**src/rtl/stopwatch_bcd.sv**
```systemverilog
// stopwatch_bcd: mm:ss BCD stopwatch on a synchronized 1 s toggle; STOPWATCH_LAP_EN adds a lap-hold display snapshot
module stopwatch_bcd #(
    parameter int MAX_MIN   = 59,
    parameter bit EDGE_BOTH = 1
) (
    input  logic       clk,
    input  logic       rst,
    input  logic       tick_in,
    input  logic       start_stop,
    input  logic       clear,
    input  logic       lap,
    output logic [3:0] sec_ones,
    output logic [3:0] sec_tens,
    output logic [3:0] min_ones,
    output logic [3:0] min_tens,
    output logic       running,
    output logic       wrap
);
    localparam logic [3:0] MT = 4'(MAX_MIN / 10);
    localparam logic [3:0] MO = 4'(MAX_MIN % 10);
    typedef enum logic [1:0] {IDLE, RUN, PAUSE} state_t;
    state_t r_state, w_req, w_state_nxt;
    logic r_s1, r_s2, r_s3, r_ss_cur, r_ss_prev, r_running, r_wrap;
    logic [1:0] r_prime;
    logic [3:0] r_so, r_st, r_mo, r_mt;
    logic w_tick, w_rise, w_cnt, w_c0, w_c1, w_c2, w_max, w_zero_nxt;
    logic [15:0] w_live;
    assign w_live = {r_mt, r_mo, r_st, r_so};
    // ticks are ignored until the prime counter saturates after reset
    assign w_tick = (EDGE_BOTH ? (r_s2 ^ r_s3) : (r_s2 & ~r_s3)) && r_prime == 2'd3;
    assign w_rise = r_ss_cur & ~r_ss_prev;
    assign w_cnt = w_tick && r_state == RUN && !clear;
    assign w_c0 = r_so == 4'd9;
    assign w_c1 = w_c0 && r_st == 4'd5;
    assign w_c2 = w_c1 && r_mo == 4'd9;
    assign w_max = w_c1 && r_mo == MO && r_mt == MT;
    assign w_zero_nxt = clear || (w_cnt ? w_max : w_live == 16'd0);
    // leaving RUN with a zero count lands in IDLE, since PAUSE implies a nonzero count
    assign w_req = w_rise ? (r_state == RUN ? PAUSE : RUN) : r_state;
    assign w_state_nxt = (w_req == PAUSE && w_zero_nxt) ? IDLE : w_req;
    always_ff @(posedge clk) begin
        if (rst) begin
            {r_s1, r_s2, r_s3, r_ss_cur, r_ss_prev, r_running, r_wrap} <= '0;
            r_prime <= '0;
            {r_mt, r_mo, r_st, r_so} <= '0;
            r_state <= IDLE;
        end else begin
            r_s1 <= tick_in;
            r_s2 <= r_s1;
            r_s3 <= r_s2;
            if (r_prime != 2'd3) r_prime <= r_prime + 2'd1;
            r_ss_cur <= start_stop;
            r_ss_prev <= r_ss_cur;
            r_wrap <= w_cnt && w_max;
            r_state <= w_state_nxt;
            r_running <= w_state_nxt == RUN;
            if (clear) begin
                {r_mt, r_mo, r_st, r_so} <= '0;
            end else if (w_cnt) begin
                r_so <= w_c0 ? 4'd0 : r_so + 4'd1;
                if (w_c0) r_st <= w_c1 ? 4'd0 : r_st + 4'd1;
                if (w_c1) r_mo <= (w_c2 || w_max) ? 4'd0 : r_mo + 4'd1;
                if (w_c1) r_mt <= w_max ? 4'd0 : (w_c2 ? r_mt + 4'd1 : r_mt);
            end
        end
    end
    assign running = r_running;
    assign wrap = r_wrap;
`ifdef STOPWATCH_LAP_EN
    logic r_lap_cur, r_lap_prev, r_hold;
    logic [15:0] r_snap;
    always_ff @(posedge clk) begin
        if (rst) begin
            {r_lap_cur, r_lap_prev, r_hold} <= '0;
            r_snap <= '0;
        end else begin
            r_lap_cur <= lap;
            r_lap_prev <= r_lap_cur;
            if (clear) begin
                r_hold <= 1'b0;
            end else if (r_lap_cur & ~r_lap_prev) begin
                r_hold <= ~r_hold;
                r_snap <= w_live;
            end
        end
    end
    assign {min_tens, min_ones, sec_tens, sec_ones} = r_hold ? r_snap : w_live;
`else
    logic w_unused;
    assign w_unused = lap;
    assign {min_tens, min_ones, sec_tens, sec_ones} = w_live;
`endif
endmodule

```
**config.mk**
```make
export PLATFORM = sky130hd
export DESIGN_NAME = stopwatch_bcd
export DESIGN_NICKNAME = d
export VERILOG_FILES = /design/src/rtl/stopwatch_bcd.sv
export SDC_FILE = /design/constraint.sdc
export NUM_CORES = 1
export LEC_CHECK = 0
export CORE_MARGIN = 4
export CORE_UTILIZATION = 45
export DETAILED_ROUTE_END_ITERATION = 6
export GPL_TIMING_DRIVEN = 0
export PLACE_DENSITY = 0.71
export SLEW_MARGIN = 20
export SYNTH_ARGS = -nofsm -noshare
export SYNTH_HDL_FRONTEND = slang
export SYNTH_SLANG_ARGS = --single-unit
```
**constraint.sdc**
```tcl
create_clock -name clk -period 2.3 [get_ports clk]
set_clock_uncertainty 0.1 [all_clocks]
set_input_delay 0.23 -clock clk [delete_from_list [all_inputs] [get_ports clk]]
set_output_delay 0.23 -clock clk [all_outputs]
set_load 0.03 [all_outputs]
```
==> results.md, run 1 <==
* Critical path required time at 2470 ps
* Least-Margin Pin Slew at 524 ps
* Clock Tree Buf Depth at 2
* Final ANT Viol Nets at 0
* H-Tree Depth at 1
* Root buf cell: clkbuf_4
* Arr. time, crit path at 2230 ps
* Final clock period utilization by the worst path at 89.3%
* DP Area at 1600 um^2
* Via count at 1097
* Max cap viols at 0
* RSZ-0062 raised after global routing: no
* Synth Instances at 146
* Register Area at 541 um^2
* Post-Syn Nets at 162
* Io pins at 24
* Worst setup margin at 246 ps
* Final Hold Fails at 0
* Post-synth ARST share at 0%
* Placed insts at 199
* Largest net degree at the start of global routing at 17
* Die ar. at 3910 um^2
* Synth-to-Final Area Change at 21.6%
* Top-count cell post-synth: dfxtp_1
* Setup crit end kind: register
* Mean Syn Cell Area at 9.17 um^2
* Max Used Layer: met4
* Worst Setup Start Kind: register
* Initial antenna violation count at 0
* Synth top cells by count: 27 x dfxtp_1, 13 x nor2_1, 10 x ha_1
* Crit Path Class: reg -> reg
* Final Util at 58.0%
* Final setup violation count at 0
* Vias in the first global route at 1032
* Final slew viol count at 0
* Leading area contributor after synthesis: dfxtp_1
* Post-synth EDFFs at 0
* Mapped cell area at 1340 um^2
* CTS-repair resized insts at 0
* Multi-input logic area at 747 um^2
* Worst min path class: in -> reg
* Setup_tns at 0 ps
* Library cells used by synthesis at 35
* Routed met1 length at 1320 um
* Non-Filler Instances at 203
* CTS tree: built
* Final wirelength at 2670 um
* Clk pin slew, worst setup/hold paths at 160 ps
* CORE AREA at 2810 um^2
* Place WS at 66.5 ps
* Global route overflow at 0
* CP max FO at 10
* Setup bufs post-CTS at 0
* GP Congestion at 0.760
* Leakage at 0.605 nW
* Synth top area cells: dfxtp_1 40%, ha_1 9.3%, nor2b_1 4.2%
* Hold_buf cts at 0
* First-pass GRT wire length at 4570 um
* Maximum vdd drop at 0.000320 V
* Drt drc at 0
* Chip width at 62.5 um
* Clk sinks at 27
* Total track usage at 14.1%
* Ys flop type: dfxtp_1
* Starting DRT DRC Count at 21
* Detail Placement HPWL at 2000 um
* DR WL/cell at 13.2 um
* Nets at 189
* Outcome: completed
* Drt via density at 5.40
* Slew margin rel. at 65.1%
* Fill cells at 269
* Synthesized flop and latch total at 27
* Met2 WL at 1220 um
* Met3 WL post-DR at 96 um
* CTS Buf Count at 3
* Synth warn at 0
* Post-route design area at 1630 um^2
* Share of the synthesized area in the top cell type at 40.4%
* Min Tclk post-route at 2050 ps
* Initial Utilization at 47.7%
* Achievable frequency at 487 MHz
* IO Port Bufs at 22
* Die Height at 62.5 um
* Skew-Pair Late Insertion Delay at 330 ps
* Row count at 19
* Pwr Density at 470 nW/um^2
* Layout cells sized above 1 at 6.40%
* 1st-pass router iterations at 4
* Antenna cell count at 0
* Sequential share of the synthesized area at 40.4%
metrics by stage:
stage / total power [mW] / hold WS, ps
after floorplan: 0.541 / 258
after global placement: 0.558 / 332
after detailed placement: 0.561 / 337
after CTS: 0.772 / 331
after global routing: 0.810 / 314
final: 0.765 / 340
worst max-delay path, cell delays in order (launching register included):
cell and delay [ps]:
dfxtp_1 380, ha_1 230, and4bb_2 240, buf_2 190, nand4_2 150, buf_2 240, or3_1 320, a21oi_1 150
final cells by class:
type / instances / share of cell area (%)
Multi-Input combinational cell: 106 / 45.9
Clock buffer: 3 / 1.38
Tap cell: 31 / 2.38
Sequential cell: 27 / 33.2
Buffer: 4 / 1.08
Timing Repair Buffer: 22 / 13.5
Clock inverter: 1 / 0.461
Inverter: 9 / 2.08
kinds of logic (layout without fill, tap and decap cells):
family | Yosys count | in the layout | share of synthesized area (%)
simple gates | 64 | 64 | 28.1
compound gates | 19 | 19 | 8.78
fa+ha+maj | 10 | 10 | 9.35
mux | 5 | 5 | 3.74
buf+inv | 13 | 39 | 3.83
flops | 27 | 27 | 40.4
xor+xnor | 8 | 8 | 5.79
flip-flops by register name (all words and copies together) (netlist names), named ones only:
register	flops
wrap	1
r_ss_cur	1
r_prime	2
r_ss_prev	1
r_s2	1
running	1
sec_ones	4
r_state	1
r_s3	1
min_ones	4
r_s1	1
sec_tens	4
min_tens	4
final timing paths:
path | start | end | slack (ps) | cells after the start
min reg2reg | r_s1 | r_s2 | 360 | 1
max | r_prime[0] | min_ones[2] | 250 | 7
max reg2reg | r_prime[0] | min_ones[2] | 250 | 7
min | start_stop | r_ss_cur | 340 | 2
report_power, final:
group / switching, mW / leakage [nW] / internal (mW) / total, mW
clock: 0.148 / 0.0139 / 0.0665 / 0.215
sequential: 0.00756 / 0.219 / 0.483 / 0.490
combinational: 0.0324 / 0.371 / 0.0282 / 0.0606
cell usage in the layout, fill, tap and decap left out, drive strengths merged, types with 8 or more instances in the layout:
| master | count |
|---|---|
| dfxtp | 27 |
| clkdlybuf4s50 | 22 |
| nor2 | 13 |
| ha | 10 |
| inv | 9 |
| nor2b | 9 |
| a21oi | 8 |
| nand2 | 8 |
layer usage:
layer  up-vias  global-route usage (%)
met1       509                    18.5
met2        19                    22.1
met4         0                    6.34
met3         4                    2.88
li1        565                       -
met5         -                       0
Note: power is estimated with default switching activity, not from simulation.
==> inputs of run 2 (changes only) <==
--- a/config.mk
+++ b/config.mk
@@ -10,6 +10,7 @@
 export DETAILED_ROUTE_END_ITERATION = 6
 export GPL_TIMING_DRIVEN = 0
 export PLACE_DENSITY = 0.71
+export REMOVE_ABC_BUFFERS = 1
 export SLEW_MARGIN = 20
 export SYNTH_ARGS = -nofsm -noshare
 export SYNTH_HDL_FRONTEND = slang
==> run 2 against run 1 <==
  * Routed wire length is 1.8% lower
  * Final cell count shrank 2.0%
  * Total power shrank 1.6%
  * Non-clock buffer count is 4 lower
  * Critical path type unchanged
  * Critical endpoint is now min_tens[0]
  * Core utilization shrank 0.45 points
==> results.md, run 2 (synthesized netlist as in run 1, its figures left out) <==
* Io pins at 24
* Slew margin rel. at 70.2%
* Initial antenna violation count at 0
* Worst setup path endpoint: min_tens[0]
* Clk sinks at 27
* Layout cells sized above 1 at 4.76%
* Maximum vdd drop at 0.000344 V
* Row count at 19
* Drt via density at 5.47
* GP Congestion at 0.799
* Cells along the critical path: ha_1 > and4bb_2 > nand4_4 > or4_1 > a21oi_1
* CP max FO at 14
* Detail Placement HPWL at 1930 um
* Placed insts at 195
* Total power at 0.753 mW
* Pwr Density at 466 nW/um^2
* Starting DRT DRC Count at 43
* Via count at 1088
* CTS tree: built
* Skew-Pair Late Insertion Delay at 320 ps
* Final clock period utilization by the worst path at 91.0%
* Die ar. at 3910 um^2
* Antenna cell count at 0
* Die Height at 62.5 um
* Commonest non-fill, non-tap cell in the layout: dfxtp_1
* R2R setup slack at 210 ps
* Final slew viol count at 0
* Synth-to-Final Area Change at 20.7%
* Final Hold Fails at 0
* Non-Filler Instances at 199
* Logic gate share of total power at 7.8%
* 1st-pass router iterations at 5
* Critical path required time at 2460 ps
* Nets at 185
* Worst path max stage delay at 560 ps
* Drt drc at 0
* Outcome: completed
* Total track usage at 15.2%
* Reg-to-Reg Start: r_prime[0]
* Vias in the first global route at 1132
* Critical path depth at 5
* Largest net degree at the start of global routing at 15
* Least-Margin Pin Slew at 447 ps
* Final ANT Viol Nets at 0
* Worst Setup Start Kind: register
* Clock Tree Buf Depth at 2
* CP delay by family, top: simple AND/OR/NAND/NOR gates
* Achievable frequency at 478 MHz
* CORE AREA at 2810 um^2
* Worst min path class: in -> reg
* Hold_buf cts at 0
* Global route overflow at 0
* H-Tree Depth at 1
* Flop pwr share at 65.1%
* Setup crit end kind: register
* Crit Path Class: reg -> reg
* Most frequent cells in the layout: 27 x dfxtp_1, 22 x clkdlybuf4s50_1, 13 x nor2_1, 10 x ha_1
* Final wirelength at 2620 um
* First-pass GRT wire length at 5000 um
* Sw Pwr at 0.175 mW
* Root buf cell: clkbuf_4
* RSZ-0062 raised after global routing: no
* Crit path from: r_prime[0]
* Max cap viols at 0
* Leakage at 0.599 nW
* Chip width at 62.5 um
* Reg2reg end: min_tens[0]
* CP bufs+invs at 0
* Final setup violation count at 0
* Hold Crit Start: tick_in
* Cell internal pwr at 0.578 mW
* CTS Buf Count at 3
* IO Port Bufs at 22
* Switching Share at 23.3%
* Arr. time, crit path at 2260 ps
* Setup bufs post-CTS at 0
* Clk pwr share at 27.0%
* Reg2Reg Depth at 5
* Clk pin slew, worst setup/hold paths at 140 ps
* CP max-delay cell: or4_1
* Min Tclk post-route at 2090 ps
* Initial Utilization at 47.7%
* DR WL/cell at 13.2 um
-- run 2: cell types whose count changed in the layout (fill, tap and decap cells not counted), sizes merged --
cell      delta
clkinvlp     -1
clkbuf       -1
buf          -2
-- run 2: metal layers --
layer | track usage, % | routed length [um] | part of all wire, % | vias to the layer above
li1 | - | - | - | 557
met1 | 18.7 | 1250 | 48 | 502
met2 | 25.2 | 1230 | 47 | 22
met3 | 3.42 | 91 | 3.5 | 7
met4 | 6.61 | 46 | 1.8 | 0
met5 | 0 | 0 | 0 | -
-- run 2: worst min-delay path by stage --
stage | end | cells past startpoint
floorplan | r_s1 | 1
global placement | r_s2 | 1
detailed placement | r_s2 | 1
CTS | r_s1 | 2
global route | r_s1 | 2
finish | r_s1 | 2
-- run 2: power by group through the flow --
| stage | Combinational, mW | Clock [mW] | Sequential (mW) |
|---|---|---|---|
| floorplan | 0.0363 | 0 | 0.502 |
| global placement | 0.0569 | 0 | 0.499 |
| detailed placement | 0.0593 | 0 | 0.501 |
| CTS | 0.0600 | 0.208 | 0.491 |
| global route | 0.0698 | 0.229 | 0.492 |
| finish | 0.0591 | 0.204 | 0.490 |
-- run 2: stage by stage --
step                worst slack (ps)  util (%)  hold WS (ps)  area (um^2)  setup TNS (ps)
global placement               -23.8      56.3           320         1580           -23.8
global route                    78.3      57.6           335         1620               0
detailed placement             -69.7      56.3           338         1580            -125
finish                           206      57.6           337         1620               0
floorplan                        245         -           202         1320               0
CTS                             84.3      57.3           341         1610               0
-- run 2: cell type report --
type                            instances  area [um^2]
Timing Repair Buffer                   22          220
Inverter                                9         33.8
Sequential cell                        27          541
Fill cell                             251         1190
Multi-Input combinational cell        106          756
Tap cell                               31         38.8
Clock buffer                            4         26.3
-- run 2: timing repair --
| action | 4_1_cts | 5_1_grt |
|---|---|---|
| endpoints found under the hold margin | 0 | 0 |
| setup endpoints to repair | 0 | 2 |
| resized for setup | 0 | 1 |
==> inputs of run 3 (changes only) <==
--- a/config.mk
+++ b/config.mk
@@ -5,11 +5,14 @@
 export SDC_FILE = /design/constraint.sdc
 export NUM_CORES = 1
 export LEC_CHECK = 0
+export CELL_PAD_IN_SITES_DETAIL_PLACEMENT = 1
+export CELL_PAD_IN_SITES_GLOBAL_PLACEMENT = 1
 export CORE_MARGIN = 4
-export CORE_UTILIZATION = 45
+export CORE_UTILIZATION = 39
+export CTS_CLUSTER_DIAMETER = 60
 export DETAILED_ROUTE_END_ITERATION = 6
 export GPL_TIMING_DRIVEN = 0
-export PLACE_DENSITY = 0.71
+export PLACE_DENSITY = 0.79
 export REMOVE_ABC_BUFFERS = 1
 export SLEW_MARGIN = 20
 export SYNTH_ARGS = -nofsm -noshare
==> run 3 against run 2 <==
  * Sequential share of layout area down 0.38 points
  * Critical path depth stayed put
  * First-iteration DRC count is 26% higher
  * Cell area up 1.2%
  * Total power rose by 2.6%
  * Count of clock-buffer cells in the layout did not move
  * Worst setup slack worse by 51 ps
  * Die area rose by 13%
  * Combinational power up 4.6%
  * Routed wire length up 20%
  * Worst hold slack got worse by 6.5 ps
  * Critical endpoint unchanged
==> results.md, run 3 (synthesized netlist as in run 1, its figures left out) <==
* Outcome: completed
* Routed met1 length at 1420 um
* Commonest non-fill, non-tap cell in the layout: dfxtp_1
* Clk sinks at 27
* Final ANT Viol Nets at 0
* Maximum vdd drop at 0.000272 V
* Hold WS at 330 ps
* First-pass GRT wire length at 5460 um
* CP max FO at 14
* Vias in the first global route at 1170
* Final Util at 49.0%
* Setup bufs post-CTS at 0
* Largest net degree at the start of global routing at 15
* Multi-input logic area at 756 um^2
* Via count at 1100
* Skew-Pair Late Insertion Delay at 340 ps
* Io pins at 24
* Drt via density at 5.14
* Die ar. at 4430 um^2
* Setup crit end kind: register
* Detail Placement HPWL at 2350 um
* Pwr Density at 473 nW/um^2
* Clock Tree Buf Depth at 2
* Drt drc at 0
* Row count at 21
* Initial antenna violation count at 0
* Global route overflow at 0
* Hold_buf cts at 0
* Achievable frequency at 466 MHz
* RSZ-0062 raised after global routing: no
* Crit Path Class: reg -> reg
* Final slew viol count at 0
* Total power at 0.772 mW
* DR WL/cell at 14.6 um
* Layout cells sized above 1 at 4.76%
* Fill cells at 399
* Final setup violation count at 0
* IO Port Bufs at 22
* Final wirelength at 3140 um
* Slew margin rel. at 68.3%
* Least-Margin Pin Slew at 475 ps
* Worst Setup Start Kind: register
* Met2 WL at 1550 um
* CTS tree: built
* Met3 WL post-DR at 131 um
* CTS Buf Count at 3
* Clk pin slew, worst setup/hold paths at 150 ps
* Leakage at 0.599 nW
* Root buf cell: clkbuf_4
* Critical path required time at 2480 ps
* Worst min path class: in -> reg
* Most frequent cells in the layout: 27 x dfxtp_1, 22 x clkdlybuf4s50_1, 13 x nor2_1, 10 x ha_1
* Nets at 185
* Starting DRT DRC Count at 54
* Die Height at 66.6 um
* Max Used Layer: met4
* GP Congestion at 0.814
* Total track usage at 15.8%
* CTS-repair resized insts at 0
* Initial Utilization at 40.1%
* Max cap viols at 0
* Final clock period utilization by the worst path at 93.3%
* Min Tclk post-route at 2150 ps
* Antenna cell count at 0
* Chip width at 66.6 um
* Arr. time, crit path at 2330 ps
* 1st-pass router iterations at 4
* Synth-to-Final Area Change at 22.1%
* Register Area at 541 um^2
* H-Tree Depth at 1
* Setup_tns at 0 ps
* CORE AREA at 3340 um^2
* Final Hold Fails at 0
==> run 3: final timing paths <==
kind	startpoint	to	slack, ps	depth (start not counted)
worst max register to register	r_prime[0]	min_tens[0]	150	5
worst min-delay path	start_stop	r_ss_cur	330	2
worst min register to register	r_s1	r_s2	360	1
worst max-delay path	r_prime[0]	min_tens[0]	150	5
==> run 3: final cells by class <==
| class | instances | area share (%) |
|---|---|---|
| repair buffers | 22 | 13.5 |
| flip-flops and latches | 27 | 33.1 |
| multi-input cells | 106 | 46.2 |
| inverters | 9 | 2.07 |
| well taps | 46 | 3.52 |
| clock buffers | 4 | 1.61 |
==> run 3: routing by layer <==
metal	up-vias	global-route usage, %
met4	0	4.57
met2	20	27.6
met3	4	2.87
li1	556	-
met5	-	0
met1	520	19.6
==> run 3: report_power, final <==
| group | internal [mW] | switching [mW] |
|---|---|---|
| Clock | 0.0683 | 0.152 |
| Combinational | 0.0275 | 0.0343 |
| Sequential | 0.483 | 0.00773 |
| Total | 0.578 | 0.194 |
==> run 3: critical path: stages, from the launching register on <==
cell and delay [ps]:
dfxtp_1 390, ha_1 240, and4bb_2 400, nand4_4 250, or4_1 560, a21oi_1 150
==> run 3: per-stage QoR <==
step / instance area (um^2) / setup WS, ps / std cells
after floorplan: 1320 / 245 / 142
after global placement: 1600 / -54.2 / 210
after detailed placement: 1600 / -107 / 210
after CTS: 1630 / 6.89 / 214
after global routing: 1630 / 27.4 / 214
final: 1630 / 155 / 214
